**src/rtl/mux_rr_mnton_if.sv**
```systemverilog
// -----------------------------------------------------------------------------
// mux_rr_mnton_if
// Bus bundle for the registered M:1 selector.
//   enable  : 1 = new grants allowed, 0 = hold (output may still drain)
//   mode    : 0 = static select via S, 1 = round-robin
//   S       : channel select (static mode only)
//   I       : packed channel data, channel k is I[k*N +: N]
//   I_valid : per-channel request
//   I_ready : per-channel grant (one-hot or zero, combinational)
//   O       : registered output word
//   O_valid : O holds an unconsumed word
//   O_ready : downstream accepts O this cycle
//   ptr     : round-robin priority pointer (debug)
// Modports: master = traffic source/sink side, slave = selector side.
// -----------------------------------------------------------------------------
interface mux_rr_mnton_if #(
    parameter int N = 24,
    parameter int M = 8
);
    localparam int SEL_W = $clog2(M);

    logic             enable;
    logic             mode;
    logic [SEL_W-1:0] S;
    logic [M*N-1:0]   I;
    logic [M-1:0]     I_valid;
    logic [M-1:0]     I_ready;
    logic [N-1:0]     O;
    logic             O_valid;
    logic             O_ready;
    logic [SEL_W-1:0] ptr;

    modport master (
        output enable, mode, S, I, I_valid, O_ready,
        input  I_ready, O, O_valid, ptr
    );

    modport slave (
        input  enable, mode, S, I, I_valid, O_ready,
        output I_ready, O, O_valid, ptr
    );
endinterface

```
**src/rtl/mux_rr_mnton.sv**
```systemverilog
// -----------------------------------------------------------------------------
// mux_rr_mnton
// Registered M:1 datapath selector with per-channel valid/ready handshake and a
// flow-controlled one-word output register. Channel choice is either a static
// select (S) or round-robin starting from ptr.
// Ports:
//   clk : system clock, rising edge
//   rst : synchronous, active-low reset
//   bus : mux_rr_mnton_if.slave (see interface header for signal list)
// -----------------------------------------------------------------------------
module mux_rr_mnton #(
    parameter int N = 24,
    parameter int M = 8
) (
    input  logic              clk,
    input  logic              rst,
    mux_rr_mnton_if.slave     bus
);
    localparam int SEL_W = $clog2(M);

    logic [N-1:0]     r_o;
    logic             r_o_valid;
    logic [SEL_W-1:0] r_ptr;

    logic [N-1:0]     w_chan [M];
    logic             w_slot_free;
    logic             w_s_in_range;
    logic             w_static_valid;
    logic             w_rr_found;
    logic [SEL_W-1:0] w_rr_idx;
    logic [SEL_W-1:0] w_sel_idx;
    logic             w_sel_valid;
    logic             w_grant;
    logic [SEL_W-1:0] w_ptr_next;

    // Channel index ptr+off, wrapped modulo M (M need not be a power of 2).
    function automatic logic [SEL_W-1:0] rr_idx(input logic [SEL_W-1:0] base,
                                                input int off);
        int s;
        s = int'(base) + off;
        if (s >= M) s = s - M;
        return SEL_W'(s);
    endfunction

    genvar gi;
    generate
        for (gi = 0; gi < M; gi++) begin : g_chan
            assign w_chan[gi]       = bus.I[gi*N +: N];
            assign bus.I_ready[gi]  = w_grant && (w_sel_idx == SEL_W'(gi));
        end
    endgenerate

    assign w_slot_free    = !r_o_valid || bus.O_ready;
    assign w_s_in_range   = (int'(bus.S) < M);
    assign w_static_valid = w_s_in_range ? bus.I_valid[bus.S] : 1'b0;

    // First requesting channel at or after ptr, wrapping.
    always_comb begin
        w_rr_found = 1'b0;
        w_rr_idx   = '0;
        for (int off = 0; off < M; off++) begin
            if (!w_rr_found && bus.I_valid[rr_idx(r_ptr, off)]) begin
                w_rr_found = 1'b1;
                w_rr_idx   = rr_idx(r_ptr, off);
            end
        end
    end

    assign w_sel_idx   = bus.mode ? w_rr_idx   : bus.S;
    assign w_sel_valid = bus.mode ? w_rr_found : w_static_valid;

    // A grant is always a transfer: the selected channel is known to be valid.
    assign w_grant     = rst && bus.enable && w_slot_free && w_sel_valid;
    assign w_ptr_next  = (int'(w_sel_idx) == M - 1) ? '0 : w_sel_idx + 1'b1;

    always_ff @(posedge clk) begin
        if (!rst) begin
            r_o       <= '0;
            r_o_valid <= 1'b0;
            r_ptr     <= '0;
        end else begin
            if (w_grant) begin
                // Load (possibly replacing a word drained this same cycle).
                r_o       <= w_chan[w_sel_idx];
                r_o_valid <= 1'b1;
                if (bus.mode) r_ptr <= w_ptr_next;
            end else if (bus.O_ready) begin
                r_o_valid <= 1'b0;
            end
        end
    end

    assign bus.O       = r_o;
    assign bus.O_valid = r_o_valid;
    assign bus.ptr     = r_ptr;
endmodule

```
**src/flat_wrapper.sv**
```systemverilog
// flat-port wrapper written by rule: the top's interface ports become plain ports
module mux_rr_mnton_flat 
#(
    parameter int N = 24,
    parameter int M = 8
)
  (clk, rst, bus_enable, bus_mode, bus_S, bus_I, bus_I_valid, bus_O_ready, bus_I_ready, bus_O, bus_O_valid, bus_ptr);
  mux_rr_mnton_if #(.N(N), .M(M)) bus_i ();
  input  logic clk;
  input  logic rst;
  input wire logic [$bits(bus_i.enable)-1:0] bus_enable;
  input wire logic [$bits(bus_i.mode)-1:0] bus_mode;
  input wire logic [$bits(bus_i.S)-1:0] bus_S;
  input wire logic [$bits(bus_i.I)-1:0] bus_I;
  input wire logic [$bits(bus_i.I_valid)-1:0] bus_I_valid;
  input wire logic [$bits(bus_i.O_ready)-1:0] bus_O_ready;
  output wire logic [$bits(bus_i.I_ready)-1:0] bus_I_ready;
  output wire logic [$bits(bus_i.O)-1:0] bus_O;
  output wire logic [$bits(bus_i.O_valid)-1:0] bus_O_valid;
  output wire logic [$bits(bus_i.ptr)-1:0] bus_ptr;
  assign bus_i.enable = bus_enable;
  assign bus_i.mode = bus_mode;
  assign bus_i.S = bus_S;
  assign bus_i.I = bus_I;
  assign bus_i.I_valid = bus_I_valid;
  assign bus_i.O_ready = bus_O_ready;
  assign bus_I_ready = bus_i.I_ready;
  assign bus_O = bus_i.O;
  assign bus_O_valid = bus_i.O_valid;
  assign bus_ptr = bus_i.ptr;
  mux_rr_mnton #(.N(N), .M(M)) u_core (.clk(clk), .rst(rst), .bus(bus_i));
endmodule
```
**config.mk**
```make
export PLATFORM = sky130hd
export DESIGN_NAME = mux_rr_mnton_flat
export DESIGN_NICKNAME = d
export VERILOG_FILES = /design/src/rtl/mux_rr_mnton_if.sv /design/src/rtl/mux_rr_mnton.sv /design/src/flat_wrapper.sv
export SDC_FILE = /design/constraint.sdc
export NUM_CORES = 1
export LEC_CHECK = 0
export BUFFER_PORTS_ARGS = -buffer_cell sky130_fd_sc_hd__buf_4
export CORE_ASPECT_RATIO = 0.8
export CORE_MARGIN = 2
export CORE_UTILIZATION = 33
export CTS_CLUSTER_SIZE = 24
export DETAILED_ROUTE_END_ITERATION = 10
export HOLD_SLACK_MARGIN = 0.1
export PLACE_DENSITY = 0.66
export SLEW_MARGIN = 10
export SYNTH_ARGS = -nofsm -noshare
export SYNTH_HDL_FRONTEND = slang
export SYNTH_SLANG_ARGS = --single-unit
```
**constraint.sdc**
```tcl
create_clock -name clk -period 11.42 [get_ports clk]
set_input_delay 1.713 -clock clk [delete_from_list [all_inputs] [get_ports clk]]
set_output_delay 1.713 -clock clk [all_outputs]
set_load 0.1 [all_outputs]
```
==> results of run 1 <==
## per-layer routing
metal	up-vias	global-route usage (%)	share of wire [%]
met2	198	35.66	49
met4	0	3.006	0.96
met3	10	3.646	9.0
li1	1929	-	-
met1	1890	29.91	41
met5	-	0	0
## cell type report
class / count / area (um2)
Clock buffer: 3 / 75.07
Inverter: 6 / 27.53
Sequential cell: 28 / 560.5
Tap cell: 144 / 180.2
Timing Repair Buffer: 248 / 1862
Multi-Input combinational cell: 309 / 2960
Clock inverter: 1 / 30.03
Fill cell: 1004 / 5238
## per-stage QoR
step,power [mW],hold slack [ns]
after floorplan,0.3479,0.9603
after global placement,0.4446,0.5040
after global routing,0.5776,0.5719
final,0.5501,0.5186
after detailed placement,0.4471,0.5157
after CTS,0.5552,0.5278
## cells in the mapped netlist (4+ instances only)
cell type / instances
sky130_fd_sc_hd__a21boi_0: 4
sky130_fd_sc_hd__a21boi_1: 22
sky130_fd_sc_hd__a21oi_1: 7
sky130_fd_sc_hd__and3_1: 4
sky130_fd_sc_hd__buf_2: 9
sky130_fd_sc_hd__buf_4: 4
sky130_fd_sc_hd__buf_6: 4
sky130_fd_sc_hd__clkbuf_1: 9
sky130_fd_sc_hd__dfxtp_1: 28
sky130_fd_sc_hd__inv_1: 4
sky130_fd_sc_hd__mux2_2: 6
sky130_fd_sc_hd__mux2i_1: 62
sky130_fd_sc_hd__mux4_1: 9
sky130_fd_sc_hd__mux4_2: 31
sky130_fd_sc_hd__nand2_1: 61
sky130_fd_sc_hd__nand2b_1: 4
sky130_fd_sc_hd__nand3_1: 8
sky130_fd_sc_hd__nor2_1: 11
sky130_fd_sc_hd__nor3_1: 6
sky130_fd_sc_hd__o221a_1: 9
sky130_fd_sc_hd__o221a_2: 15
## power by group
group / switching (mW) / leakage, nW / internal (mW) / total (mW)
clock network: 0.0346 / 0.0511 / 0.0698 / 0.104
registers: 0.00802 / 0.228 / 0.106 / 0.114
logic: 0.182 / 2.30 / 0.149 / 0.331
total: 0.225 / 2.58 / 0.325 / 0.550
## worst register-to-register path, stage by stage, from the launching register on
cell	delay, ns
sky130_fd_sc_hd__dfxtp_1	0.93
sky130_fd_sc_hd__inv_2	0.25
sky130_fd_sc_hd__ha_1	0.72
sky130_fd_sc_hd__mux2i_1	0.27
sky130_fd_sc_hd__mux4_2	0.52
sky130_fd_sc_hd__a22o_1	0.30
sky130_fd_sc_hd__nand3_1	0.20
sky130_fd_sc_hd__o221ai_1	0.21
sky130_fd_sc_hd__o32ai_4	0.25
sky130_fd_sc_hd__buf_4	0.57
sky130_fd_sc_hd__buf_4	0.55
sky130_fd_sc_hd__mux2i_1	0.40
sky130_fd_sc_hd__o221a_1	0.26
sky130_fd_sc_hd__a21boi_1	0.06
## registers in the layout (all words and copies together) (netlist names)
name / count
u_core.bus.O_valid: 1
u_core.bus.ptr: 3
u_core.bus.O: 24
## kinds of logic after synthesis
family,after synthesis,share of synthesized area [%]
mux,108,43.52
flops,28,15.03
simple gates,113,14.53
buf+inv,36,5.973
xor+xnor,4,0.9398
compound gates,81,18.99
fa+ha+maj,3,1.007
## worst paths after layout
path	startpoint	end	depth (start not counted)
min reg2reg	u_core.bus.O_valid	u_core.bus.O_valid	2
max	u_core.bus.ptr[0]	bus_I_ready[4]	12
max reg2reg	u_core.bus.ptr[0]	u_core.bus.O[8]	13
min	u_core.bus.O_valid	u_core.bus.O_valid	2
==> reports/results.txt, run 1 <==
The number of nets handed over by synthesis was 584. The number of max-slew violations in the final report is 0. The most used flip-flop cell after synthesis was sky130_fd_sc_hd__dfxtp_1. Summing all placed instances gives a cell area of 5590 um2. Of all cell types, the one taking the most synthesized area is sky130_fd_sc_hd__mux4_2. The run gives 739 as the non-filler instance count after layout. The number of maximum-capacitance constraint violations came out at 0. Across the VDD grid, the largest voltage drop is 0.00005323 V.

STA classifies the critical path startpoint as a flip-flop. After detailed routing, the total wire length is 13960 um. The required time of the critical path is 9.71 ns. Setup repair after global routing left no endpoint under its margin. Across all register-to-register paths, the minimum setup slack is 5.82 ns. The antenna cell count is 0, and the maximum number of pins on one net before global-route repair is 46. The count of placed standard cells including taps was 735; the worst path setup slack after routing was 4.429 ns. The root buffer cell chosen for the clock tree is sky130_fd_sc_hd__clkbuf_16. The delay of the slowest cell on the worst path came out at 0.93 ns. 244 I/O pins were placed. The worst setup path category is reg2out.

The total overflow left after global routing is 0. The number of enable flip-flop cells after synthesis was 0; the final net count was 807. After layout, the worst path uses 61.21% of the clock period.

The initial antenna violation count is 0, and the global-route wire length before repair is 20620 um. In this run, post-CTS repair resized a total of 0 instances. Among all stages on the critical path, the largest delay is contributed by sky130_fd_sc_hd__dfxtp_1. For this block, the initial DRC count from the detailed router was 267. The endpoint kind of the worst setup timing path was an output port. The most common cell type on the critical path is sky130_fd_sc_hd__buf_4. The number of synthesized register bits works out to 28. The congestion estimate from routability-driven global placement came to 0.9470. The run gives 0 as the number of buffers inserted for hold repair after clock tree synthesis.

The library cell used most frequently in the layout, excluding fill and tap cells, is sky130_fd_sc_hd__buf_4. The library cells used most frequently in the layout, excluding fill and tap cells, are sky130_fd_sc_hd__buf_4 (248), sky130_fd_sc_hd__mux2i_1 (62), sky130_fd_sc_hd__nand2_1 (61). The total core area came out at 10930 um2. Once the floorplan was initialized, standard cells occupied 34.10% of the core. Broken down by cell family, the worst path's largest delay share belongs to simple AND/OR/NAND/NOR gates.

The clock period could shrink to 6.991 ns. The mapped netlist covers 3729 um2. The tools report the final clock skew as 0.006006 ns. The tools report the gate count of the mapped netlist as 373. In the global route stage, overall resource usage came out at 21.48%.

TritonCTS built the clock tree. STA puts the critical path data arrival time at 5.28 ns. The total leakage power came out at 2.584 nW. Yosys attributes the largest share of cell area to sky130_fd_sc_hd__mux4_2 (19%), sky130_fd_sc_hd__mux2i_1 (17%), sky130_fd_sc_hd__dfxtp_1 (15%), sky130_fd_sc_hd__mux4_1 (6.3%), sky130_fd_sc_hd__nand2_1 (6.1%). The post-route standard cell area excluding fillers is 5695 um2, and the horizontal extent of the die is 122.8 um.

Of the synthesized area, sequential elements account for 15.03%. Number of CTS-inserted buffers: 3. The count of nets left with antenna violations once routing finished came out at 0.

Setup total negative slack on the finished layout was measured at 0 ns. For the via count of the first global-routing pass, the log shows 3732. The critical path contains buffers and inverters numbering 3 combined. After floorplanning, the core was divided into 34 placement rows. The register clock-pin slew on the reported worst setup and hold paths was 0.07 ns. Walking the worst path, the cells encountered are inv_2 > ha_1 > mux2i_1 > mux4_2 > a22o_1 > nand3_1 > o21ai_2 > buf_4 > nor2b_1 > nand3_2 > nor2_1 > buf_4.

The biggest fanout along the worst timing path is 28. For the pin with the worst max-slew slack, the measured transition is 1.028 ns. Port buffering added 243 buffers. Once detailed placement completed, the half-perimeter wirelength came to 11100 um.

For this run, the detailed router's first-pass iteration total came to 6. Cells fill 52.09% of the core in the end. Prior to clock tree synthesis, the placed netlist has a worst setup slack of 4.707 ns. The count of final hold-check violations was 0; the count of distinct cell types in the synthesized netlist was 61. The source-to-sink clock delay at the later pin of the worst-skew pair was 0.26 ns; the mean instance size in the synthesized netlist was 9.996 um2.

After clock tree synthesis, the setup repair step added 0 buffers. The height of the chip is 99.08 um, and the areal power density over the cells is 96.59 nW/um2. The flow ran to the end, and the final reports show no timing, DRC or antenna violations. The number of H-tree levels came out at 1. The via count normalized by instance count was 5.449. The number of sinks handled by clock tree synthesis is 28. Static timing analysis puts the maximum clock frequency at 0.1430 GHz. The mean routed wirelength per cell works out to 18.89 um.

The share of flip-flops with an asynchronous set or reset works out to 0%. The number of remaining DRC errors was 0; the fraction of final layout cells sized beyond drive strength 1 was 53.11%. The area share of the largest cell type after synthesis is 18.72%. In this run the worst hold path is classified as reg2reg. The tools report the total of warnings raised by yosys as 0. For the count of vias placed by the detailed router, the log shows 4027. The floorplan step defined a die boundary enclosing 12170 um2. Worst slew margin relative to its limit: 31.37%.

The layout-stage area growth over the synthesis result works out to 52.75%. For the number of buffers on the longest clock path, the log shows 2. Setup violations remaining at the end of the flow were counted as 0.
Note: power is estimated with default switching activity, not from simulation.
==> run 2: changes to the inputs <==
==> constraint.sdc (replaced) <==
create_clock -name clk -period 7.2 [get_ports clk]
set_input_delay 1.08 -clock clk [delete_from_list [all_inputs] [get_ports clk]]
set_output_delay 1.08 -clock clk [all_outputs]
set_load 0.1 [all_outputs]
==> run 2 against run 1 <==
Net effect: critical path depth decreased by 1; largest power group unchanged; clock power grew 64%; die area unchanged; combinational power rose by 60%; power rose by 60%; clock-buffer cell count is the same; routed wire length rose by 5.2%; utilization grew 0.11 points; sequential share of layout area is essentially flat; worst setup slack worse by 3.4 ns.
==> reports/results.txt, run 2 (synthesized netlist as in run 1, its figures left out) <==
The tools report the number of buffers inserted for hold repair after clock tree synthesis as 0 (unchanged). For the final clock skew, the log shows 0.009005 ns (was 0.006006 ns). Commonest cells after routing, fill and taps aside: sky130_fd_sc_hd__buf_4 (249), sky130_fd_sc_hd__mux2i_1 (62), sky130_fd_sc_hd__nand2_1 (61) (was sky130_fd_sc_hd__buf_4 (248), sky130_fd_sc_hd__mux2i_1 (62), sky130_fd_sc_hd__nand2_1 (61)).

The tools report the number of top-level pins as 244 (unchanged). The startpoint of the tightest hold check path is u_core.bus.O_valid (unchanged). The capture instance of the worst register-to-register path is u_core.bus.O[10] (was u_core.bus.O[8]).

The logs give 2 (unchanged) for the number of buffers on the longest clock path and 6.12 ns (was 9.71 ns) for the required time of the critical path. The logs give 516.7 uW (was 325.2 uW) for the design internal power and 0 (unchanged) for the count of endpoints failing setup in the final report. The number of DRC markers after the initial detailed-route iteration came out at 211 (was 267). The slew of the pin with the lowest slew margin is 0.9890 ns (was 1.028 ns). The detailed-route wire length came out at 14690 um (was 13960 um). The logs give 1.400 ns (was 4.707 ns) for the setup slack after placement and 4125 (was 4027) for the count of vias placed by the detailed router. For the number of CTS-inserted buffers, the log shows 3 (unchanged).

The count of final hold-check violations was 0 (unchanged); the total core area was 10930 um2 (unchanged). The total placed instance area was 5603 um2 (was 5590 um2); the height of the chip was 99.08 um (unchanged). The run gives 0 (unchanged) as the number of maximum-capacitance constraint violations. The number of gates resized after cts is 0 (unchanged). Setup repair after global routing left no endpoint under its margin. The sequential share of power was 20.6% (was 20.8%). The endpoint kind of the worst setup timing path was an output port (unchanged).

The global-route wire length before repair came out at 21530 um (was 20620 um). The number of fillers in the final layout was 1040 (was 1004); the fraction of final layout cells sized beyond drive strength 1 was 53.36% (was 53.11%). The tools report the antenna cell count as 0 (unchanged). The net switching power is 365.2 uW (was 224.9 uW), and the buffers inserted during post-CTS setup optimization is 0 (unchanged).

The initial antenna violation count is 0 (unchanged). The logs give 736 (was 735) for the count of placed standard cells including taps and 2.589 nW (was 2.584 nW) for the total leakage power. The tools report the category of the worst setup path launch point as a flip-flop (unchanged).

The worst slew margin relative to its limit came out at 33.98% (was 31.37%). The final critical path time including I/O delays and setup is 6.132 ns. Number of H-tree levels: 1 (unchanged).

The via count normalized by instance count works out to 5.574 (was 5.449). The most frequent standard cell in the layout excluding fill and tap cells was sky130_fd_sc_hd__buf_4 (unchanged). Worst setup path category: reg2out (unchanged). Estimated wirelength of the detail-placed design: 11460 um (was 11100 um).

TritonCTS built the clock tree. The logs give 740 (was 739) for the non-filler instance count after layout and 0.1631 GHz for the maximum clock rate. The run finished with clean final reports.

The number of remaining DRC errors was 0 (unchanged). The depth of the worst register-to-register path is 13 (unchanged), and the final estimated routing congestion in global placement is 0.9630 (was 0.9470). The run gives 34.10% (unchanged) as the starting density of the core. Maximum number of pins on one net before global-route repair: 41 (was 46).

For the largest voltage drop on the vdd net, the log shows 0.00009504 V (was 0.00005323 V). For the count of antenna-violating nets left after detailed routing, the log shows 0 (unchanged). The biggest fanout along the worst timing path was 40 (was 28); the number of placement rows was 34 (unchanged).

The mean routed wirelength per cell came out at 19.85 um (was 18.89 um). The layout-stage area growth over the synthesis result works out to 53.09% (was 52.75%). The tools report the overall fraction of global-route tracks in use as 22.51% (was 21.48%). The horizontal extent of the die works out to 122.8 um (unchanged). The worst hold path cell count came out at 2 (unchanged). The register-to-register path setup slack came out at 1.60 ns (was 5.82 ns). Launching point of the worst reg2reg path: u_core.bus.ptr[0] (unchanged). The register clock-pin slew on the reported worst setup and hold paths was 0.08 ns (was 0.07 ns); the via count of the first global-routing pass was 3945 (was 3732). Number of iterations in the first detailed-routing pass: 5 (was 6). Type of the worst min-delay path: reg2reg (unchanged).

The final critical-path share of the clock period was 85.17%; the worst path setup slack after routing was 1.068 ns (was 4.429 ns). The areal power density over the cells works out to 154.5 nW/um2 (was 96.59 nW/um2). The net switching share of the total power is 41.41% (was 40.88%), and the number of max-slew violations in the final report is 0 (unchanged). The endpoint with the worst hold slack was u_core.bus.O_valid (unchanged). The tools report the share of power burned in combinational logic as 60.1% (was 60.2%). The full die area was 12170 um2 (unchanged); the post-route standard cell area excluding fillers was 5708 um2 (was 5695 um2). The CTS root buffer was sky130_fd_sc_hd__clkbuf_16 (unchanged).

The run gives 0 (unchanged) as the final global-route overflow total. The clock power share is 19.4% (was 19.0%). The final net count is 808 (was 807).

The number of buffers inserted by port buffering is 243 (unchanged), and the flip-flop count of the largest register, all copies and words added is 24 (unchanged). The number of sinks handled by clock tree synthesis is 28 (unchanged), and the signal arrival time at the worst endpoint is 5.05 ns (was 5.28 ns). The source-to-sink clock delay at the later pin of the worst-skew pair is 0.27 ns (was 0.26 ns), and the accumulated negative setup slack is 0 ns (unchanged).
run 2: how the worst max path moves through the flow:
stage | start | end | slack, ns | depth (start not counted)
floorplan | u_core.bus.ptr[1] | bus_I_ready[0] | 0.49 | 15
CTS | u_core.bus.ptr[0] | bus_I_ready[1] | 1.09 | 11
global placement | u_core.bus.ptr[0] | bus_I_ready[1] | 1.53 | 11
global route | u_core.bus.ptr[0] | bus_I_ready[1] | 0.74 | 11
detailed placement | u_core.bus.ptr[0] | bus_I_ready[1] | 1.40 | 11
finish | u_core.bus.ptr[0] | bus_I_ready[1] | 1.07 | 11
run 2: power groups by stage:
stage	sequential, mW	combinational, mW	clock [mW]
floorplan	0.277	0.275	0
global placement	0.184	0.524	0
detailed placement	0.185	0.528	0
CTS	0.181	0.530	0.175
global route	0.183	0.559	0.179
finish	0.181	0.530	0.171
run 2: worst max-delay path: stages, from the launching register on:
cell	delay, ns
sky130_fd_sc_hd__dfxtp_1	0.93
sky130_fd_sc_hd__inv_2	0.25
sky130_fd_sc_hd__ha_1	0.70
sky130_fd_sc_hd__mux4_1	0.49
sky130_fd_sc_hd__nor4b_1	0.20
sky130_fd_sc_hd__or4_1	0.57
sky130_fd_sc_hd__nand3_1	0.12
sky130_fd_sc_hd__o221ai_1	0.17
sky130_fd_sc_hd__o32ai_4	0.25
sky130_fd_sc_hd__buf_4	0.55
sky130_fd_sc_hd__and3_1	0.25
sky130_fd_sc_hd__buf_4	0.28
run 2: per-stage QoR:
step           utilization, %  power, mW  hold WS [ns]
2_1_floorplan               -     0.5521        0.9603
3_3_place_gp            51.25     0.7079        0.4951
3_5_place_dp            51.25     0.7132        0.5141
4_1_cts                 52.21     0.8863        0.5253
5_1_grt                 52.21     0.9223        0.5829
6_report                52.21     0.8819        0.5210
run 2: cell type report:
class	instances	area [um2]	share of cell area, %
multi-input cells	309	2965	51.95
repair buffers	249	1869	32.75
flip-flops and latches	28	560.5	9.820
well taps	144	180.2	3.157
clock buffers	3	75.07	1.315
clock inverters	1	30.03	0.5261
inverters	6	27.53	0.4822
run 2: metal layers:
layer	part of all wire [%]	global-route usage, %	vias up
li1	-	-	1933
met5	0	0	-
met2	49	37.70	200
met3	8.2	3.299	14
met4	1.3	3.979	0
met1	42	31.05	1978
==> run 3: changes to the inputs <==
--- a/config.mk
+++ b/config.mk
@@ -6,13 +6,15 @@
 export NUM_CORES = 1
 export LEC_CHECK = 0
 export BUFFER_PORTS_ARGS = -buffer_cell sky130_fd_sc_hd__buf_4
+export CELL_PAD_IN_SITES_DETAIL_PLACEMENT = 1
+export CELL_PAD_IN_SITES_GLOBAL_PLACEMENT = 1
 export CORE_ASPECT_RATIO = 0.8
 export CORE_MARGIN = 2
-export CORE_UTILIZATION = 33
+export CORE_UTILIZATION = 31
 export CTS_CLUSTER_SIZE = 24
 export DETAILED_ROUTE_END_ITERATION = 10
 export HOLD_SLACK_MARGIN = 0.1
-export PLACE_DENSITY = 0.66
+export PLACE_DENSITY = 0.84
 export SLEW_MARGIN = 10
 export SYNTH_ARGS = -nofsm -noshare
 export SYNTH_HDL_FRONTEND = slang
==> run 3 against run 2 <==
Net effect: maximum frequency fell by 3.2%; global-route usage rose by 0.66 points; power rose by 0.97%; via count rose by 1.2%; die area rose by 6.2%; worst hold slack got worse by 0.0061 ns; sequential share of layout area barely moved; clock-buffer cell count did not move; cell area barely moved; non-clock buffer count did not move; clock skew rose by 0.00092 ns; flip-flop and latch count did not move; largest cell class unchanged; highest routed layer unchanged.
==> reports/results.txt, run 3 (synthesized netlist as in run 1, its figures left out) <==
The number of remaining DRC errors is 0 (unchanged), and the worst slew margin relative to its limit is 30.91% (was 33.98%). Final estimated routing congestion in global placement: 0.9049 (was 0.9630). Setup repair after global routing left no endpoint under its margin.

Number of max-slew violations in the final report: 0 (unchanged). The tools report the number of DRC markers after the initial detailed-route iteration as 215 (was 211). The number of CTS-inserted buffers was 3 (unchanged).

For the count of final hold-check violations, the log shows 0 (unchanged). The overall fraction of global-route tracks in use is 23.17% (was 22.51%). The number of iterations in the first detailed-routing pass was 4 (was 5); the full die area was 12930 um2 (was 12170 um2). The height of the chip came out at 102.1 um (was 99.08 um).

The estimated wirelength of the detail-placed design was 13050 um (was 11460 um); the layout-stage area growth over the synthesis result was 53.22% (was 53.09%). The final critical-path share of the clock period is 87.98% (was 85.17%). Endpoint kind of the worst setup timing path: an output port (unchanged).

The fraction of final layout cells sized beyond drive strength 1 was 53.36% (unchanged). The number of sinks handled by clock tree synthesis is 28 (unchanged). The tools report the source-to-sink clock delay at the later pin of the worst-skew pair as 0.27 ns (about the same). The tools report the starting density of the core as 32.13% (was 34.10%). The logs give 4173 (was 4125) for the count of vias placed by the detailed router and 16290 um (was 14690 um) for the detailed-route wire length.

The logs give 0 (unchanged) for the count of antenna-violating nets left after detailed routing and 35 (was 34) for the number of placement rows. The number of buffers on the longest clock path was 2 (unchanged). The worst-case hold slack is 0.5149 ns (was 0.5210 ns). The slew of the pin with the lowest slew margin works out to 1.035 ns (was 0.9890 ns). The mean routed wirelength per cell was 21.90 um (was 19.85 um). The run gives 1 (unchanged) as the number of H-tree levels. The type of the worst min-delay path is reg2reg (unchanged).

Maximum number of pins on one net before global-route repair: 40 (was 41). The final global-route overflow total was 0 (unchanged). The accumulated negative setup slack was 0 ns (unchanged); the count of endpoints failing setup in the final report was 0 (unchanged). For the buffers inserted during post-CTS setup optimization, the log shows 0 (unchanged).

For the post-route standard cell area excluding fillers, the log shows 5713 um2 (was 5708 um2). The most frequent standard cell in the layout excluding fill and tap cells was sky130_fd_sc_hd__buf_4 (unchanged). The global-route wire length before repair came out at 23690 um (was 21530 um). The category of the worst setup path launch point is a flip-flop (unchanged). TritonCTS built the clock tree. The final net count is 808 (unchanged), and the horizontal extent of the die is 126.6 um (was 122.8 um).

The biggest fanout along the worst timing path came out at 28 (was 40). The tools report the number of maximum-capacitance constraint violations as 0 (unchanged). The final critical path time including I/O delays and setup came out at 6.335 ns (was 6.132 ns).

The run gives 6.12 ns (about the same) as the required time of the critical path. The tools report the via count of the first global-routing pass as 4252 (was 3945). The initial antenna violation count came out at 0 (unchanged). The total core area is 11600 um2 (was 10930 um2). The logs give 244 (unchanged) for the number of top-level pins and 0 (unchanged) for the number of gates resized after cts. The CTS root buffer is sky130_fd_sc_hd__clkbuf_16 (unchanged). The number of buffers inserted for hold repair after clock tree synthesis was 0 (unchanged).

The register clock-pin slew on the reported worst setup and hold paths was 0.07 ns (was 0.08 ns). Commonest cells after routing, fill and taps aside: sky130_fd_sc_hd__buf_4 (249), sky130_fd_sc_hd__mux2i_1 (62), sky130_fd_sc_hd__nand2_1 (61) (unchanged). Largest voltage drop on the vdd net: 0.0001077 V (was 0.00009504 V).

The maximum clock rate was 0.1579 GHz (was 0.1631 GHz). The signal arrival time at the worst endpoint is 5.25 ns (was 5.05 ns), and the flip-flop count of the largest register, all copies and words added is 24 (unchanged). The areal power density over the cells was 155.9 nW/um2 (was 154.5 nW/um2); the total leakage power was 2.590 nW (was 2.589 nW). The number of buffers inserted by port buffering was 243 (unchanged); the via count normalized by instance count was 5.609 (was 5.574). Antenna cell count: 0 (unchanged).

The worst setup path category is reg2out (unchanged). Total placed instance area: 5608 um2 (was 5603 um2). The run finished with clean final reports. The final clock skew was 0.009921 ns (was 0.009005 ns).
-- run 3: cell counts in the layout (fill, tap and decap cells not counted) --
No cell type changed its count.
-- run 3: area by class of cell --
type	instances	area [um2]
well taps	148	185.2
clock inverters	1	30.03
flip-flops and latches	28	560.5
multi-input cells	309	2965
inverters	6	27.53
fillers	1343	5892
repair buffers	249	1869
clock buffers	3	75.07
-- run 3: critical path, stage by stage, from the launching register on --
cell                      delay (ns)
sky130_fd_sc_hd__dfxtp_1        1.01
sky130_fd_sc_hd__inv_1          0.17
sky130_fd_sc_hd__ha_1           0.69
sky130_fd_sc_hd__mux2i_1        0.24
sky130_fd_sc_hd__mux4_2         0.49
sky130_fd_sc_hd__a22o_1         0.32
sky130_fd_sc_hd__nand3_1        0.23
sky130_fd_sc_hd__o21ai_2        0.09
sky130_fd_sc_hd__buf_4          0.24
sky130_fd_sc_hd__nor2b_1        0.33
sky130_fd_sc_hd__nand3_2        0.55
sky130_fd_sc_hd__nor2_1         0.29
sky130_fd_sc_hd__buf_4          0.33
-- run 3: worst paths after layout --
check	slack (ns)	cells past startpoint	from	end
worst max-delay path	0.87	12	u_core.bus.ptr[1]	bus_I_ready[6]
worst max register to register	1.51	13	u_core.bus.ptr[1]	u_core.bus.O[1]
worst min-delay path	0.51	2	u_core.bus.O_valid	u_core.bus.O_valid
worst min register to register	0.51	2	u_core.bus.O_valid	u_core.bus.O_valid
-- run 3: stage by stage --
step                      cells  setup slack, ns  utilization [%]  power (mW)
after floorplan             373           0.4887                -      0.5521
after global placement      740            1.422            48.32      0.7136
after detailed placement    740            1.203            48.32      0.7239
after CTS                   744           0.9225            49.23      0.8947
after global routing        744           0.5034            49.23      0.9332
final                       744           0.8652            49.23      0.8905
-- run 3: metal layers --
| layer | vias to the layer above | wire length [um] | track usage [%] |
|---|---|---|---|
| met5 | - | 0 | 0 |
| met4 | 0 | 221 | 4.734 |
| met3 | 14 | 1070 | 3.194 |
| met2 | 171 | 8282 | 41.46 |
| met1 | 2061 | 6715 | 30.21 |
| li1 | 1927 | - | - |
-- run 3: report_power, final --
part	internal, mW	switching [mW]
Clock	0.111	0.0583
Combinational	0.238	0.305
Sequential	0.169	0.00964
